[src/rtl/cpu_ctrl_pkg.sv]
// Shared types and encodings for the ARM32 multi-cycle controller:
// FSM states, opcode classes, datapath select codes and condition codes.
package cpu_ctrl_pkg;

  typedef enum logic [2:0] {
    ST_IDLE, ST_FETCH, ST_DECODE, ST_EXEC, ST_MEM, ST_WB, ST_WB2, ST_HALT
  } state_e;

  typedef enum logic [3:0] {
    CLS_ALU, CLS_CMP, CLS_NOP, CLS_HALT, CLS_B, CLS_BL, CLS_BX, CLS_BLX,
    CLS_LDR, CLS_STR
  } op_class_e;

  localparam logic [1:0] SEL_PC_4   = 2'b00;
  localparam logic [1:0] SEL_PC_BR  = 2'b01;
  localparam logic [1:0] SEL_PC_RM  = 2'b10;
  localparam logic [1:0] SEL_PC_RST = 2'b11;

  localparam logic [1:0] RF_DST_RD = 2'b00;
  localparam logic [1:0] RF_DST_RN = 2'b01;
  localparam logic [1:0] RF_DST_LR = 2'b10;

  localparam logic [1:0] WB_ALU  = 2'b00;
  localparam logic [1:0] WB_MEM  = 2'b01;
  localparam logic [1:0] WB_LINK = 2'b10;

  localparam logic [3:0] CC_EQ = 4'b0000, CC_NE = 4'b0001, CC_CS = 4'b0010,
                         CC_CC = 4'b0011, CC_MI = 4'b0100, CC_PL = 4'b0101,
                         CC_VS = 4'b0110, CC_VC = 4'b0111, CC_HI = 4'b1000,
                         CC_LS = 4'b1001, CC_GE = 4'b1010, CC_LT = 4'b1011,
                         CC_GT = 4'b1100, CC_LE = 4'b1101, CC_AL = 4'b1110,
                         CC_NV = 4'b1111;

  localparam logic [6:0] OP_NOP  = 7'b0100000;
  localparam logic [6:0] OP_HALT = 7'b0101010;

  // Unlisted encodings fall through to NOP so they simply advance the PC.
  function automatic op_class_e classify(input logic [6:0] op);
    op_class_e cls;
    cls = CLS_NOP;
    casez (op)
      7'b00?????, 7'b011????: cls = (op[4:0] == 5'b11010) ? CLS_CMP : CLS_ALU;
      7'b1001000:             cls = CLS_B;
      7'b1001010:             cls = CLS_BL;
      7'b1001001:             cls = CLS_BX;
      7'b1001011:             cls = CLS_BLX;
      7'b1000???, 7'b110????: cls = CLS_LDR;
      7'b111????:             cls = CLS_STR;
      default:                cls = (op == OP_HALT) ? CLS_HALT : CLS_NOP;
    endcase
    return cls;
  endfunction

endpackage

[src/rtl/cpu_controller_cond_eval.sv]
// ARM condition-code evaluation against the current {N,Z,C,V} flags.
module cond_eval
  import cpu_ctrl_pkg::*;
(
  input  logic [3:0] cond,
  input  logic [3:0] status_nzcv,
  output logic       pass
);

  logic n, z, c, v;
  assign {n, z, c, v} = status_nzcv;

  always_comb begin
    pass = 1'b0;
    case (cond)
      CC_EQ:   pass = z;
      CC_NE:   pass = !z;
      CC_CS:   pass = c;
      CC_CC:   pass = !c;
      CC_MI:   pass = n;
      CC_PL:   pass = !n;
      CC_VS:   pass = v;
      CC_VC:   pass = !v;
      CC_HI:   pass = c && !z;
      CC_LS:   pass = !c || z;
      CC_GE:   pass = (n == v);
      CC_LT:   pass = (n != v);
      CC_GT:   pass = !z && (n == v);
      CC_LE:   pass = z || (n != v);
      CC_AL:   pass = 1'b1;
      default: pass = 1'b0;
    endcase
  end

endmodule

[src/rtl/cpu_controller.sv]
// Multi-cycle control FSM: sequences fetch/decode/execute/memory/writeback
// and drives every datapath enable, select and the memory handshake.
module cpu_controller
  import cpu_ctrl_pkg::*;
(
  input  logic       clk,
  input  logic       rst_n,
  input  logic       start,
  input  logic [6:0] opcode,
  input  logic [3:0] cond,
  input  logic       en_status,
  input  logic [3:0] status_nzcv,
  input  logic       mem_ack,
  output logic       mem_req,
  output logic       mem_we,
  output logic       mem_addr_sel,
  output logic       load_ir,
  output logic       load_pc,
  output logic [1:0] sel_pc,
  output logic       en_A,
  output logic       en_B,
  output logic       en_S,
  output logic       en_C,
  output logic       load_flags,
  output logic       w_en_rf,
  output logic [1:0] rf_dst_sel,
  output logic [1:0] wb_sel,
  output logic       waiting,
  output logic       halted
);

  state_e    state_q, state_d;
  op_class_e cls;
  logic      cond_pass;
  logic      base_wb;

  cond_eval u_cond_eval (
    .cond        (cond),
    .status_nzcv (status_nzcv),
    .pass        (cond_pass)
  );

  assign cls     = classify(opcode);
  assign base_wb = !opcode[2] || opcode[0];   // P=0 (post-index) or W=1

  // NOTE: state registers use non-blocking assignments so every flop samples
  // pre-edge values; blocking here would create order-dependent simulation.
  always_ff @(posedge clk or negedge rst_n) begin
    if (!rst_n) state_q <= ST_IDLE;
    else        state_q <= state_d;
  end

  // NOTE: every output and state_d gets a default before the case, so no path
  // leaves a variable unassigned and no latch is inferred.
  always_comb begin
    state_d      = state_q;
    mem_req      = 1'b0;
    mem_we       = 1'b0;
    mem_addr_sel = 1'b0;
    load_ir      = 1'b0;
    load_pc      = 1'b0;
    sel_pc       = SEL_PC_4;
    en_A         = 1'b0;
    en_B         = 1'b0;
    en_S         = 1'b0;
    en_C         = 1'b0;
    load_flags   = 1'b0;
    w_en_rf      = 1'b0;
    rf_dst_sel   = RF_DST_RD;
    wb_sel       = WB_ALU;
    waiting      = 1'b0;
    halted       = 1'b0;

    // Outputs are forced low while reset is held, so no request or write escapes.
    if (rst_n) begin
      case (state_q)
        ST_IDLE: begin
          waiting = 1'b1;
          if (start) begin
            load_pc = 1'b1;
            sel_pc  = SEL_PC_RST;
            state_d = ST_FETCH;
          end
        end
        ST_FETCH: begin
          mem_req = 1'b1;
          if (mem_ack) begin
            load_ir = 1'b1;
            state_d = ST_DECODE;
          end
        end
        ST_DECODE: begin
          en_A = 1'b1;
          en_B = 1'b1;
          en_S = 1'b1;
          if (!cond_pass || cls == CLS_NOP) begin
            load_pc = 1'b1;
            state_d = ST_FETCH;
          end else if (cls == CLS_HALT) begin
            state_d = ST_HALT;
          end else begin
            state_d = ST_EXEC;
          end
        end
        ST_EXEC: begin
          en_C = 1'b1;
          case (cls)
            CLS_ALU: begin
              load_flags = en_status;
              state_d    = ST_WB;
            end
            CLS_CMP: begin
              load_flags = 1'b1;
              load_pc    = 1'b1;
              state_d    = ST_FETCH;
            end
            CLS_B, CLS_BL, CLS_BX, CLS_BLX: begin
              load_pc = 1'b1;
              sel_pc  = (cls == CLS_BX || cls == CLS_BLX) ? SEL_PC_RM : SEL_PC_BR;
              state_d = ST_FETCH;
              if (cls == CLS_BL || cls == CLS_BLX) begin
                w_en_rf    = 1'b1;
                rf_dst_sel = RF_DST_LR;
                wb_sel     = WB_LINK;
              end
            end
            CLS_LDR, CLS_STR: state_d = ST_MEM;
            default: begin
              load_pc = 1'b1;
              state_d = ST_FETCH;
            end
          endcase
        end
        ST_MEM: begin
          mem_req      = 1'b1;
          mem_addr_sel = 1'b1;
          mem_we       = (cls == CLS_STR);
          if (mem_ack) begin
            if (cls != CLS_STR) begin
              state_d = ST_WB;
            end else if (base_wb) begin
              state_d = ST_WB2;
            end else begin
              load_pc = 1'b1;
              state_d = ST_FETCH;
            end
          end
        end
        ST_WB: begin
          w_en_rf = 1'b1;
          wb_sel  = (cls == CLS_LDR) ? WB_MEM : WB_ALU;
          if (cls == CLS_LDR && base_wb) begin
            state_d = ST_WB2;
          end else begin
            load_pc = 1'b1;
            state_d = ST_FETCH;
          end
        end
        ST_WB2: begin
          w_en_rf    = 1'b1;
          rf_dst_sel = RF_DST_RN;
          load_pc    = 1'b1;
          state_d    = ST_FETCH;
        end
        ST_HALT: halted = 1'b1;
        default: state_d = ST_IDLE;
      endcase
    end
  end

endmodule
[config.mk]
export PLATFORM = sky130hd
export DESIGN_NAME = cpu_controller
export DESIGN_NICKNAME = d
export VERILOG_FILES = /design/src/rtl/cpu_ctrl_pkg.sv /design/src/rtl/cpu_controller_cond_eval.sv /design/src/rtl/cpu_controller.sv
export SDC_FILE = /design/constraint.sdc
export NUM_CORES = 1
export LEC_CHECK = 0
export ABC_AREA = 1
export BUFFER_PORTS_ARGS = -buffer_cell sky130_fd_sc_hd__buf_2
export CAP_MARGIN = 20
export CORE_MARGIN = 2
export CORE_UTILIZATION = 49
export CTS_BUF_LIST = sky130_fd_sc_hd__clkbuf_8
export CTS_CLUSTER_DIAMETER = 50
export CTS_CLUSTER_SIZE = 12
export DETAILED_ROUTE_END_ITERATION = 10
export GPL_ROUTABILITY_DRIVEN = 1
export PLACE_DENSITY = 0.9
export SLEW_MARGIN = 15
export SYNTH_ARGS = -nofsm -noshare
export SYNTH_HDL_FRONTEND = slang
export SYNTH_SLANG_ARGS = --single-unit
[constraint.sdc]
create_clock -name clk -period 1.8 [get_ports clk]
set_input_delay 0.36 -clock clk [delete_from_list [all_inputs] [get_ports clk]]
set_output_delay 0.36 -clock clk [all_outputs]
set_load 0.1 [all_outputs]
==> results by group, run 1 <==
Yosys
  • Post-Synth Adder-Cell Area: roughly 2.8%
  • Cell taking the most area after synthesis: nand2_1
  • Syn avg cell area: just over 5 um^2
  • Top cells by area, synth: nand2_1 (25%), inv_1 (11%), nor2_1 (11%)
  • Yosys warns: 0
  • Seq/Total Area, Yosys: 8.47%
  • Unique masters post-synth: 24
  • Mapped cell area: 886 um^2
  • Compound-cell area share of the yosys netlist: 14.4%
  • Ys flop type: dfrtp_1
  • FF+latch count, synth: 3
  • Most frequent cell after synthesis: nand2_1
  • Share of the synthesized area in the top cell type: about a quarter
  • Post-synthesis xor/xnor area fraction: 0%
  • Mux contribution to synthesized area: 0%
  • Largest family of logic cells by synthesized area: simple AND/OR/NAND/NOR gates
  • Synth Net Count: 196
  • Number of flops mapped to enable cells by yosys: 0
  • Post-Syn Instances: about 170
  • Commonest cells in the synthesized netlist: nand2_1 (60), inv_1 (26), nor2_1 (26), nand3_1 (13), a21oi_1 (9)
  • Post-Synth Simple-Gate Area: between 50 and 60%
  • FFs w/ async S/R, synth: 100%

Floorplanning
  • Die X: 46.5 um
  • Rows: 15
  • I/O pins: 39
  • Die Height: between 40 and 50 um
  • Initial core utilization: roughly half

Status
  • Failing step: detailed placement
  • Halt Reason: [ERROR DPL-0038] Utilization greater than 100%, impossible to legalize
  • Outcome: stopped before the end

Place
  • Port bufs: 38
  • Routability cong.: 0.961
## cell families after synthesis
kind of cell | after synthesis
and+or+nand+nor | 116
AOI/OAI and AO/OA | 17
DFF | 3
adders and majority gates | 2
buffers and inverters | 36
## per-stage QoR
| stage | instances | hold slack, ns | cell area, um^2 |
|---|---|---|---|
| 3_3_place_gp | 267 | 0.344 | 1770 |
| 2_1_floorplan | 174 | 0.0644 | 1060 |
==> inputs of run 2 (changes only) <==
--- a/config.mk
+++ b/config.mk
@@ -8,14 +8,11 @@
 export ABC_AREA = 1
 export BUFFER_PORTS_ARGS = -buffer_cell sky130_fd_sc_hd__buf_2
 export CAP_MARGIN = 20
-export CORE_MARGIN = 2
-export CORE_UTILIZATION = 49
-export CTS_BUF_LIST = sky130_fd_sc_hd__clkbuf_8
-export CTS_CLUSTER_DIAMETER = 50
-export CTS_CLUSTER_SIZE = 12
+export CORE_AREA = 2 2 63 65
 export DETAILED_ROUTE_END_ITERATION = 10
+export DIE_AREA = 0 0 65 67
 export GPL_ROUTABILITY_DRIVEN = 1
-export PLACE_DENSITY = 0.9
+export PLACE_DENSITY_LB_ADDON = 0.15
 export SLEW_MARGIN = 15
 export SYNTH_ARGS = -nofsm -noshare
 export SYNTH_HDL_FRONTEND = slang
==> run 2 against run 1 <==
Compared with the run above:
- the flow now finishes, with violations (setup timing)
- synthesized area stayed put
- synthesized cell count did not move
==> results by group, run 2 <==
Power and ir drop
  • Final total power: 2.56 mW
  • Worst VDD drop: 0.573 mV
  • Leak: around 1.1 nW
  • Power Density: 1070 nW/um^2

Route
  • DR pass1 iterations: 4
  • Via Count: 1,459
  • DR WL/cell: 11.1 um
  • Vias per cell: between 4 and 5
  • Antenna-violating nets left: 0
  • Drt total wl: about 3500 um
  • Drt initial violations: 33
  • Residual DRC count: 0

Cells and area
  • Largest register FFs: 3
  • Reg area: around 78 um^2
  • Most frequent cells in the layout: buf_4 (44), nand2_1 (39), buf_12 (21), buf_6 (18), nand2_2 (16)
  • Ratio of cells with drive above 1 in the final layout: between 60% and 70%
  • Non-filler cells in the finished layout: approximately 320
  • Fin area: roughly 2400 um^2
  • Biggest register: state_q
  • Most common cell after layout, fill and taps aside: buf_4
  • Core Util, Final: between 60% and 70%
  • Fin nets: a little under 300
  • Area taken by multi-input logic gates: 1040 um^2
  • Top Registers: state_q (3)
  • Diode count: 0
  • # fillers: between 300 and 400
  • Area growth from synthesis to layout: 170%

Timing
  • RSZ-0062 raised after global routing: yes
  • Final Hold Fails: 0
  • Slew Limit Headroom: 77.0%
  • Final-report setup violation count: 13
  • Fin crit period: around 2 ns
  • Clock skew: roughly 0.00035 ns
  • Worst-Margin Slew: between 0.3 and 0.4 ns
  • Max Slew Vio Count: 0
  • Setup slack after layout: -0.182 ns
  • Hold_ws: about 0.16 ns
  • Setup TNS: -1.74 ns
  • Max Fclk: approximately 0.5 GHz
  • Crit share post-route: 110%

Clock tree
  • TritonCTS Sinks: 3
  • Clock root buffer: clkbuf_8
  • Reg clk slew, reported paths: ~0.03 ns
  • Inserted Clock Buffers: 3
  • TritonCTS clock tree: done
  • CTS H-tree lvls: 1
  • Clock latency on the worst-skew pair: between 0.2 and 0.25 ns
  • Longest Clk Path Bufs: 2

Place
  • Dpl hpwl: 2510 um
  • DP Area: 1870 um^2
  • Port bufs: 38
  • Placed insts: a little under 300
  • Pre-CTS WS: -0.242 ns
  • Routability cong.: 0.909

Global route
  • First-pass GRT wire length: roughly 5500 um
  • Total grt overflow: 0
  • Initial antenna violation count: 0
  • Largest net degree at the start of global routing: 9
  • Vias in the first global route: 1,323
  • GRT Total Usage: 15.7%

Floorplanning
  • Die footprint: about 4400 um^2
  • Die X: between 60 and 70 um
  • I/O pins: 39
  • Die Height: between 60 and 70 um
  • Core area: approximately 3600 um^2
  • Rows: 22
  • Initial core utilization: between 20% and 30%

Yosys
  • Post-Synth Simple-Gate Area: around 58%
  • Post-synthesis xor/xnor area fraction: 0%
  • FF+latch count, synth: 3
  • Commonest cells in the synthesized netlist: nand2_1 (60), inv_1 (26), nor2_1 (26), nand3_1 (13), a21oi_1 (9)
  • Number of flops mapped to enable cells by yosys: 0
  • Yosys warns: 0
  • Share of the synthesized area in the top cell type: about a quarter
  • Unique masters post-synth: 24
  • Ys flop type: dfrtp_1
  • Seq/Total Area, Yosys: 8.47%
  • FFs w/ async S/R, synth: between 90% and 100%
  • Syn avg cell area: 5.09 um^2
  • Cell taking the most area after synthesis: nand2_1
  • Mux contribution to synthesized area: 0%
  • Synth Net Count: a little under 200
  • Post-Synth Adder-Cell Area: under 10%
  • Post-Syn Instances: between 150 and 200
  • Mapped cell area: ~900 um^2
  • Compound-cell area share of the yosys netlist: approximately 14%
  • Most frequent cell after synthesis: nand2_1
  • Top cells by area, synth: nand2_1 (25%), inv_1 (11%), nor2_1 (11%)
  • Largest family of logic cells by synthesized area: simple AND/OR/NAND/NOR gates

Critical path
  • Slowest-stage cell, CP: a211o_4
  • Crit Path Max Fanout: 5
  • Reg2reg path depth: 9
  • Critical path capture point type: output pin
  • Worst EP arrival: between 1.5 and 2 ns
  • CP max stage delay: 0.32 ns
  • Req. time, crit path: 1.44 ns
  • Worst r2r src: state_q[2]
  • Cell family with most CP delay: buffers and inverters
  • R2R setup slack: about 0.14 ns
  • Worst Path Buf+Inv: 5
  • RR Endpoint: state_q[0]
  • Setup crit start kind: input pin
  • Critical path cell sequence: buf_12 -> inv_8 -> nor2_2 -> nand2_1 -> nand2_2 -> inv_2 -> nand3_4 -> inv_4 -> nand2_4 -> nand2_4 -> nor2_4 -> a211o_4 -> buf_12
  • Setup CP Type: in2out

Status
  • Outcome: finished with violations
  • Failing checks: setup timing

Min path
  • Hold Crit Class: in2async

Run
  • Max_cap viols: 0
-- run 2: cell counts after synthesis --
No cell type changed its count.
-- run 2: cell type report --
class                   instances  share of cell area [%]
well taps                      48                    2.51
flip-flops and latches          3                    3.25
inverters                      34                    6.71
multi-input cells             135                    43.4
repair buffers                 93                    42.2
clock buffers                   4                    1.89
-- run 2: routing by layer --
layer	global-route usage, %	part of all wire [%]
met5	0	0
met4	3.99	1.9
met3	1.86	3.9
met2	28.1	54
met1	19.7	40
-- run 2: timing repair --
item / CTS / global route
hold buffers: 1 / 0
resized for setup: 33 / 81
setup buffers: 10 / 8
gates cloned: 0 / 0
hold endpoints to repair: 1 / 0
pin swaps: 18 / 37
setup endpoints to repair: 16 / 19
-- run 2: cell families (layout without fill, tap and decap cells) --
| logic type | count (synthesis) | in the layout |
|---|---|---|
| flops | 3 | 3 |
| simple gates | 116 | 116 |
| compound gates | 17 | 17 |
| fa+ha+maj | 2 | 2 |
| buf+inv | 36 | 131 |
-- run 2: how the worst max path moves through the flow --
| stage | cells past startpoint | from | slack [ns] | endpoint |
|---|---|---|---|---|
| after detailed placement | 11 | opcode[5] | -0.24 | w_en_rf |
| final | 13 | opcode[6] | -0.18 | w_en_rf |
| after global routing | 8 | state_q[0] | -0.25 | sel_pc[1] |
| after global placement | 12 | opcode[6] | -0.23 | w_en_rf |
| after CTS | 8 | state_q[1] | -0.18 | load_pc |
| after floorplan | 6 | state_q[0] | -0.89 | sel_pc[0] |
-- run 2: report_power, final --
group / internal [mW] / switching, mW
clock: 0.151 / 0.0479
sequential: 0.103 / 0.0404
combinational: 0.945 / 1.27
Power figures use the tool's default switching activity.
==> inputs of run 3 (changes only) <==
==> constraint.sdc (replaced) <==
create_clock -name clk -period 1.65 [get_ports clk]
set_input_delay 0.33 -clock clk [delete_from_list [all_inputs] [get_ports clk]]
set_output_delay 0.33 -clock clk [all_outputs]
set_load 0.1 [all_outputs]
==> run 3 against run 2 <==
Compared with the run above:
- the flow still finishes with violations (setup timing)
- largest power group unchanged
- non-clock buffer count grew 3
- die area is the same
- utilization shrank 3.9 points
- clock power grew 6%
- hold slack lost 0.11 ns
- final area shrank 5.9%
- clock skew is essentially flat
- total power grew 13%
==> results by group, run 3 (synthesis gave the netlist of run 2 again) <==
Status
  • Outcome: finished with violations
  • Failing checks: setup timing

Global route
  • First-pass GRT wire length: approximately 5500 um
  • Busiest grt layer: met2
  • Largest net degree at the start of global routing: 8
  • GRT Total Usage: between 10% and 20%
  • Vias in the first global route: about 1,300
  • Total grt overflow: 0
  • GRT met3 Usage: 1.52%
  • GR Layer Usage met1: between 20% and 30%
  • Met2 usage: 30.0%
  • Initial antenna violation count: 0

Run
  • Max_cap viols: 0

Floorplanning
  • Rows: 22
  • I/O pins: 39
  • Die Height: ~67 um
  • Initial core utilization: 24.6%
  • Die footprint: about 4400 um^2
  • Die X: approximately 65 um
  • Core area: around 3600 um^2

Cells and area
  • Diode count: 0
  • Ratio of cells with drive above 1 in the final layout: between 60% and 70%
  • Area taken by multi-input logic gates: ~950 um^2
  • Biggest register: state_q
  • Reg area: just under 80 um^2
  • Largest register FFs: 3
  • Fin area: around 2200 um^2
  • # fillers: approximately 320
  • Top Registers: state_q (3)
  • Area growth from synthesis to layout: 154%
  • Fin nets: about 300
  • Most frequent cells in the layout: nand2_1 (50), buf_4 (46), buf_12 (21), inv_1 (18), buf_2 (18)
  • Most common cell after layout, fill and taps aside: nand2_1

Timing
  • Max Fclk: between 0.5 and 0.6 GHz
  • Final Hold Fails: 0
  • Worst-Margin Slew: 0.258 ns
  • Crit share post-route: 118%
  • Fin crit period: between 1.5 and 2 ns
  • Slew Limit Headroom: between 80 and 90%
  • Final-report setup violation count: 19
  • Clock skew: approximately 0.00017 ns
  • Setup TNS: -3.69 ns
  • Setup slack after layout: -0.305 ns
  • RSZ-0062 raised after global routing: yes
  • Max Slew Vio Count: 0

Critical path
  • Req. time, crit path: roughly 1.3 ns
  • R2R setup slack: -0.14 ns
  • Critical path cell sequence: buf_4 -> nor3_4 -> nand2_2 -> o2111ai_2 -> a21oi_2 -> a21oi_4 -> buf_12
  • CP max stage delay: around 0.43 ns
  • Reg2reg path depth: 10
  • Critical path capture point type: output pin
  • Worst r2r src: state_q[2]
  • Worst EP arrival: between 1.5 and 2 ns
  • Setup crit start kind: flip-flop
  • RR Endpoint: state_q[0]
  • CP startpoint: state_q[1]
  • Setup CP Type: reg2out
  • Slowest-stage cell, CP: dfrtp_2
  • Crit Path Max Fanout: 4

Place
  • Dpl hpwl: about 2600 um
  • Port bufs: 38
  • Routability cong.: ~0.8
  • DP Area: between 1500 and 2000 um^2

Clock tree
  • Hold buffers post-CTS: 0
  • TritonCTS clock tree: done
  • Longest Clk Path Bufs: 2
  • Reg clk slew, reported paths: 0.03 ns
  • CTS H-tree lvls: 1
  • Inserted Clock Buffers: 3
  • Clock latency on the worst-skew pair: around 0.21 ns
  • TritonCTS Sinks: 3
  • Clock root buffer: clkbuf_8

Route
  • Via Count: between 1,000 and 1,500
  • DR pass1 iterations: 4
  • DR WL/cell: 10.5 um
  • Antenna-violating nets left: 0
  • Residual DRC count: 0
  • Drt total wl: around 3400 um
  • Drt initial violations: 38
  • Vias per cell: about 4.3

Min path
  • Hold Crit Class: in2async

Power and ir drop
  • Leak: 1.11 nW
  • Worst VDD drop: 0.971 mV
  • Power Density: ~1300 nW/um^2
[run 3: routing by layer]
layer	wire [um]	vias to the layer above	part of all wire [%]
li1	-	746	-
met1	1450	623	43
met5	0	-	0
met4	0	0	0
met2	1820	21	54
met3	99	0	2.9
[run 3: cell type report]
class	instances	share of cell area, %
timing repair buffer	96	43.6
tap	48	2.67
inverter	34	6.12
multi-input combinational	135	42.2
clock buffer	4	2.00
sequential	3	3.45
[run 3: worst max-delay path: cells and delay by family, from the launching register on]
family | cells | cell delay (ns)
flops | 1 | 0.43
buf+inv | 2 | 0.34
compound gates | 3 | 0.32
simple gates | 2 | 0.32
[run 3: worst max path at each step]
stage | endpoint
after global routing | load_pc
after global placement | w_en_rf
after detailed placement | w_en_rf
after floorplan | sel_pc[0]
final | load_pc
after CTS | load_pc
[run 3: through the flow]
| step | worst slack (ns) | total power, mW | cells | util [%] | hold WS, ns |
|---|---|---|---|---|---|
| floorplan | -1.01 | 1.39 | 174 | - | 0.0344 |
| global placement | -0.304 | 2.11 | 302 | 53.1 | 0.264 |
| detailed placement | -0.329 | 2.12 | 302 | 53.1 | 0.265 |
| CTS | -0.279 | 2.62 | 314 | 59.1 | 0.0390 |
| global route | -0.392 | 3.04 | 320 | 62.4 | 0.0419 |
| finish | -0.305 | 2.88 | 320 | 62.4 | 0.0426 |
[run 3: timing repair]
action                     CTS  global route
resized for setup           36            19
setup endpoints to repair   18            22
pin swaps                   17            16
setup buffers                8             8
[run 3: report_power, final]
group	switching (mW)	leakage [nW]	total [mW]	internal [mW]
Combinational	1.44	1.05	2.52	1.09
Sequential	0.0372	0.0346	0.150	0.113
Clock	0.0460	0.0228	0.211	0.165
Total	1.52	1.11	2.88	1.36
